===== config.mk =====
export PLATFORM = sky130hd
export DESIGN_NAME = multicycle_control
export DESIGN_NICKNAME = d
export VERILOG_FILES = /design/src/rtl/multicycle_control.sv
export SDC_FILE = /design/constraint.sdc
export NUM_CORES = 1
export LEC_CHECK = 0
export CORE_ASPECT_RATIO = 0.8
export CORE_MARGIN = 2
export CORE_UTILIZATION = 30
export DETAILED_ROUTE_END_ITERATION = 16
export GPL_TIMING_DRIVEN = 0
export PLACE_DENSITY = 0.69
export SYNTH_ARGS = -nofsm -noshare
export SYNTH_HDL_FRONTEND = slang
export SYNTH_SLANG_ARGS = --single-unit

===== constraint.sdc =====
create_clock -name clk -period 8.6 [get_ports clk]
set_input_delay 1.72 -clock clk [delete_from_list [all_inputs] [get_ports clk]]
set_output_delay 1.72 -clock clk [all_outputs]
set_load 0.01 [all_outputs]

===== src/rtl/multicycle_control.sv =====
// Multi-cycle MIPS control FSM: sequences fetch/decode/execute/memory/writeback and drives datapath strobes.
// Latency: R-type/imm/sw 4, lw 5, branch/jump 3 cycles plus one cycle per memory wait state.
// Backpressure: mem_ready low holds FETCH/MEMRD/MEMWR; optional timeout traps after MEM_TIMEOUT waits.
module multicycle_control #(
  parameter int unsigned MEM_TIMEOUT  = 0,
  parameter bit          ILLEGAL_TRAP = 1'b1,
  parameter int unsigned CNT_W        = 32
) (
  input  logic             clk,
  input  logic             rst_n,
  input  logic [31:0]      inst,
  input  logic             mem_ready,
  output logic             PCWrite,
  output logic             PCWriteCond,
  output logic             IorD,
  output logic             MemRead,
  output logic             MemWrite,
  output logic             IRWrite,
  output logic             MemtoReg,
  output logic             ALUSrcA,
  output logic             RegWrite,
  output logic             RegDst,
  output logic             BranchNe,
  output logic [1:0]       ALUOp,
  output logic [1:0]       ALUSrcB,
  output logic [1:0]       PCSource,
  output logic [3:0]       state,
  output logic             instr_done,
  output logic             illegal,
  output logic             mem_err,
  output logic [CNT_W-1:0] instret
);

  localparam logic [3:0] S_FETCH  = 4'd0;
  localparam logic [3:0] S_DECODE = 4'd1;
  localparam logic [3:0] S_MEMADR = 4'd2;
  localparam logic [3:0] S_MEMRD  = 4'd3;
  localparam logic [3:0] S_MEMWB  = 4'd4;
  localparam logic [3:0] S_MEMWR  = 4'd5;
  localparam logic [3:0] S_EXEC   = 4'd6;
  localparam logic [3:0] S_ALUWB  = 4'd7;
  localparam logic [3:0] S_BRANCH = 4'd8;
  localparam logic [3:0] S_JUMP   = 4'd9;
  localparam logic [3:0] S_IMMEX  = 4'd10;
  localparam logic [3:0] S_IMMWB  = 4'd11;
  localparam logic [3:0] S_TRAP   = 4'd12;

  localparam logic [15:0] TIMEOUT = 16'(MEM_TIMEOUT);

  logic [3:0]       state_q, state_d;
  logic [15:0]      wait_q, wait_d;
  logic [CNT_W-1:0] instret_q, instret_d;
  logic             illegal_q, illegal_d;
  logic             mem_err_q, mem_err_d;

  logic [5:0] opcode;
  logic       is_rtype, is_lw, is_sw, is_beq, is_bne, is_j, is_addi, is_imm, is_known;
  logic       in_wait_state, timeout_hit;
  logic       unused_inst_bits;

  assign opcode           = inst[31:26];
  assign unused_inst_bits = ^inst[25:0];

  assign is_rtype = (opcode == 6'b000000);
  assign is_lw    = (opcode == 6'b100011);
  assign is_sw    = (opcode == 6'b101011);
  assign is_beq   = (opcode == 6'b000100);
  assign is_bne   = (opcode == 6'b000101);
  assign is_j     = (opcode == 6'b000010);
  assign is_addi  = (opcode == 6'b001000);
  assign is_imm   = is_addi || (opcode == 6'b001010) || (opcode == 6'b001011) ||
                    (opcode == 6'b001100) || (opcode == 6'b001101) || (opcode == 6'b001110);
  assign is_known = is_rtype || is_lw || is_sw || is_beq || is_bne || is_j || is_imm;

  // A memory wait only counts in the three states that talk to memory; ready on the same cycle beats the trap.
  assign in_wait_state = (state_q == S_FETCH) || (state_q == S_MEMRD) || (state_q == S_MEMWR);
  assign timeout_hit   = (MEM_TIMEOUT != 0) && in_wait_state && !mem_ready && (wait_q == TIMEOUT);

  // Moore strobes decoded from the registered state; write strobes are masked while reset is asserted.
  always_comb begin
    PCWrite     = 1'b0;
    PCWriteCond = 1'b0;
    IorD        = 1'b0;
    MemRead     = 1'b0;
    MemWrite    = 1'b0;
    IRWrite     = 1'b0;
    MemtoReg    = 1'b0;
    ALUSrcA     = 1'b0;
    RegWrite    = 1'b0;
    RegDst      = 1'b0;
    BranchNe    = 1'b0;
    ALUOp       = 2'b00;
    ALUSrcB     = 2'b00;
    PCSource    = 2'b00;
    instr_done  = 1'b0;
    case (state_q)
      S_FETCH: begin
        MemRead = 1'b1;
        ALUSrcB = 2'b01;
        IRWrite = mem_ready;
        PCWrite = mem_ready;
      end
      S_DECODE: begin
        ALUSrcB    = 2'b11;
        instr_done = !is_known && !ILLEGAL_TRAP;
      end
      S_MEMADR: begin
        ALUSrcA = 1'b1;
        ALUSrcB = 2'b10;
      end
      S_MEMRD: begin
        IorD    = 1'b1;
        MemRead = 1'b1;
      end
      S_MEMWB: begin
        MemtoReg   = 1'b1;
        RegWrite   = 1'b1;
        instr_done = 1'b1;
      end
      S_MEMWR: begin
        IorD       = 1'b1;
        MemWrite   = 1'b1;
        instr_done = mem_ready;
      end
      S_EXEC: begin
        ALUSrcA = 1'b1;
        ALUOp   = 2'b10;
      end
      S_ALUWB: begin
        RegDst     = 1'b1;
        RegWrite   = 1'b1;
        instr_done = 1'b1;
      end
      S_BRANCH: begin
        ALUSrcA     = 1'b1;
        ALUOp       = 2'b01;
        PCWriteCond = 1'b1;
        PCSource    = 2'b01;
        BranchNe    = is_bne;
        instr_done  = 1'b1;
      end
      S_JUMP: begin
        PCWrite    = 1'b1;
        PCSource   = 2'b10;
        instr_done = 1'b1;
      end
      S_IMMEX: begin
        ALUSrcA = 1'b1;
        ALUSrcB = 2'b10;
        ALUOp   = is_addi ? 2'b00 : 2'b11;
      end
      S_IMMWB: begin
        RegWrite   = 1'b1;
        instr_done = 1'b1;
      end
      default: begin
      end
    endcase
    if (!rst_n) begin
      PCWrite     = 1'b0;
      IRWrite     = 1'b0;
      MemRead     = 1'b0;
      MemWrite    = 1'b0;
      RegWrite    = 1'b0;
      PCWriteCond = 1'b0;
    end
  end

  // Next-state, sticky trap causes, wait counter and retired-instruction count.
  always_comb begin
    state_d   = state_q;
    illegal_d = illegal_q;
    mem_err_d = mem_err_q;
    case (state_q)
      S_FETCH:  state_d = mem_ready ? S_DECODE : (timeout_hit ? S_TRAP : S_FETCH);
      S_DECODE: begin
        if (is_rtype)           state_d = S_EXEC;
        else if (is_lw || is_sw) state_d = S_MEMADR;
        else if (is_beq || is_bne) state_d = S_BRANCH;
        else if (is_j)          state_d = S_JUMP;
        else if (is_imm)        state_d = S_IMMEX;
        else if (ILLEGAL_TRAP) begin
          state_d   = S_TRAP;
          illegal_d = 1'b1;
        end else                state_d = S_FETCH;
      end
      S_MEMADR: state_d = is_lw ? S_MEMRD : S_MEMWR;
      S_MEMRD:  state_d = mem_ready ? S_MEMWB : (timeout_hit ? S_TRAP : S_MEMRD);
      S_MEMWB:  state_d = S_FETCH;
      S_MEMWR:  state_d = mem_ready ? S_FETCH : (timeout_hit ? S_TRAP : S_MEMWR);
      S_EXEC:   state_d = S_ALUWB;
      S_ALUWB:  state_d = S_FETCH;
      S_BRANCH: state_d = S_FETCH;
      S_JUMP:   state_d = S_FETCH;
      S_IMMEX:  state_d = S_IMMWB;
      S_IMMWB:  state_d = S_FETCH;
      S_TRAP:   state_d = S_TRAP;
      default:  state_d = S_FETCH;
    endcase
    if (timeout_hit) mem_err_d = 1'b1;

    wait_d = wait_q;
    if (state_d != state_q) wait_d = 16'd0;
    else if (in_wait_state && !mem_ready && (wait_q != 16'hFFFF)) wait_d = wait_q + 16'd1;

    instret_d = instret_q + (instr_done ? CNT_W'(1) : CNT_W'(0));
  end

  // Registered state with synchronous active-low reset.
  always_ff @(posedge clk) begin
    if (!rst_n) begin
      state_q   <= S_FETCH;
      wait_q    <= 16'd0;
      instret_q <= '0;
      illegal_q <= 1'b0;
      mem_err_q <= 1'b0;
    end else begin
      state_q   <= state_d;
      wait_q    <= wait_d;
      instret_q <= instret_d;
      illegal_q <= illegal_d;
      mem_err_q <= mem_err_d;
    end
  end

  assign state   = state_q;
  assign illegal = illegal_q;
  assign mem_err = mem_err_q;
  assign instret = instret_q;

endmodule


==> impl_metrics.yaml <==
outcome:
  outcome: "finished, final reports clean"
detailed_routing:
  via_per_inst: 5.27
  dr.pass1.iters: 4
  wirelength_um: 6000
  drtIter0Drc: 147
  wl_per_cell_um: 13.8
  postRouteAntennaNets: 0
  drcViolationCount: 0
  via_count: 2289
place:
  io_buffers: 61
  dp_hpwl_um: 4530
  place_congestion: 0.928
  dp_cells: 426
power_and_ir_drop:
  power_density_mw_per_mm2: 127
  vdd_ir_drop_max_mv: 0.0520
  p_leak_uw: 0.000936
cts:
  cts_tree: "done"
  insertion_delay_ps: 290
  cts.htree.levels: 2
  cts_resized: 0
  cts_setup_buffers: 0
  cts_num_sinks: 37
  clk_path_buf_depth: 2
  cts_buffers: 5
  root_buffer: "clkbuf_8"
  ctsHoldBuffers: 0
  clk_pin_slew_worst_paths_ps: 70
logic_synthesis:
  avgSynthCellArea_sq_um: 7.75
  yosys-top-cells-count: "dfxtp_1, a21oi_1, nor2_1"
  synth_ff_type: "dfxtp_1"
  synth_cell_types: 48
  yosys_warnings: 0
  yosysTopAreaCellShare_pct: 34.4
  synthTopCellsByArea: "dfxtp_1, a21oi_1, nor2_1, or4_1, o31ai_1"
  synth_enable_flop_cells: 0
  async_flop_share_pct: 0
  syn_nets: 315
  netlist_area_sq_mm: 0.00216
  yosysMostFrequentCell: "dfxtp_1"
  synth.yosys.seq_area_share_pct: 34.4
  yosys.area.top_type: "dfxtp_1"
  ys_ff_latch: 37
  netlist_instances: 278
setup_path:
  arrival_ps: 3720
  crit_path_cell_trace: "clkdlybuf4s50_1 > or2_2 > nor4_1 > a2111oi_0 > clkdlybuf4s50_1"
  end_kind: "primary output"
  timing.critical_path.mode_cell: "clkdlybuf4s50_1"
  crit_required_ps: 6880
  critPathSlowestCell: "clkdlybuf4s50_1"
  critPathLaunchType: "input port"
  worst-setup-path-type: "in2out"
  cpPeakStageDelay_ps: 520
  crit_path_max_fanout: 5
finish:
  drive_gt1_share_pct: 5.48
  instances_no_fill: 434
  area_growth_pct: 38.1
  nets: 383
  final_util_pct: 43.0
  fillCellCount: 672
  diodes: 0
timing:
  hold_violations: 0
  fin_skew_ps: 6.01
  tightest_slew_ps: 522
  min_period_ps: 5440
  slew_headroom_pct: 65.2
  slew_violations: 0
  hold_ws_ps: 468
  max_freq_mhz: 184
  fin_setup_tns_ps: 0
  setup_violations: 0
  rsz0062_at_grt: "false"
  period_share_pct: 63.3
run:
  cap_violations: 0
floorplanning:
  dieArea_sq_mm: 0.00788
  rows: 27
  io_pins: 91
  coreArea_sq_mm: 0.00693
  start_util_pct: 31.1
  dieWidth_um: 98.8
  die_h_um: 79.8
global_route:
  overflow: 0
  grt_max_degree: 12
  antenna_found_initial: 0
  gr-usage-all-layers_pct: 15.3
  grt_pass1_wl_um: 9870
  grt_pass1_vias: 2044
worst_hold_path:
  hold_class: "reg2reg"
==> stage by stage <==
stage / total power, uW / instance area (sq um) / worst slack (ps)
detailed placement: 246 / 2880 / 3190
floorplan: 215 / 2160 / 4140
global placement: 246 / 2880 / 3180
finish: 378 / 2980 / 3160
global route: 394 / 2980 / 3120
CTS: 380 / 2980 / 3190
==> logic make-up after synthesis <==
group,count (synthesis),synth area share [%]
AND/OR/NAND/NOR,134,34.8
adder cells (fa/ha/maj),2,1.16
other,1,0.174
multiplexers,1,0.464
AO/OA/AOI/OAI,66,18.9
buffers and inverters,24,4.88
flip-flops,37,34.4
XOR/XNOR,13,5.28
==> critical path: cells and delay by family <==
| family | cells | cell delay, ps |
|---|---|---|
| simple gates | 2 | 790 |
| buf+inv | 2 | 1010 |
| compound gates | 1 | 210 |
==> power by group <==
| group | switching, uW | internal [uW] |
|---|---|---|
| sequential | 2.12 | 174 |
| combinational | 35.7 | 30.4 |
| clock | 63.2 | 72.5 |
==> cell usage in the layout, fill, tap and decap left out, types with 2 or more instances in the layout <==
cell,n
clkdlybuf4s50_1,61
dfxtp_1,37
nor2_1,27
a21oi_1,27
nand2_1,19
clkbuf_1,14
o21ai_0,12
or4_1,12
nand3_1,11
o31ai_1,10
nor3_1,9
nand2b_1,9
clkbuf_8,8
inv_1,7
xnor2_1,7
nand4_1,7
and4_1,6
or3_1,6
xor2_1,6
and2_1,5
nor4_1,4
nor2b_1,4
o21a_1,3
and3_1,3
or2_2,2
nor3b_1,2
or3_2,2
o211ai_1,2
a31oi_1,2
a2bb2oi_1,2
ha_1,2
==> metal layers <==
layer  global-route usage [%]  wire length, um  share of wire [%]  vias to the layer above
li1                         -                -                  -                     1155
met1                     22.4             3040                 51                     1073
met2                     22.6             2630                 44                       56
met3                     3.24              272                4.5                        5
met4                     4.52               59               0.98                        0
met5                        0                0                  0                        -
==> cell type report <==
| class | instances | area (sq um) | share of cell area, % |
|---|---|---|---|
| repair buffers | 61 | 611 | 20.5 |
| clock buffers | 7 | 96.3 | 3.24 |
| flip-flops and latches | 37 | 741 | 24.9 |
| clock inverters | 1 | 5.00 | 0.168 |
| multi-input cells | 217 | 1310 | 44.0 |
| well taps | 87 | 109 | 3.66 |
| inverters | 7 | 26.3 | 0.883 |
| plain buffers | 17 | 78.8 | 2.65 |
==> path summary, 6_finish.rpt <==
check | start | to | slack [ps] | cells past startpoint
setup / recovery | inst[30] | ALUOp[0] | 3160 | 5
setup reg to reg | state[2] | instret[30] | 5010 | 12
hold / removal | illegal | illegal | 470 | 1
hold reg to reg | illegal | illegal | 470 | 1
==> registers in the layout, summed over array words and instances, names as in the netlist <==
register / flops
instret: 32
illegal: 1
state: 4
(Power assumes the default switching activity.)
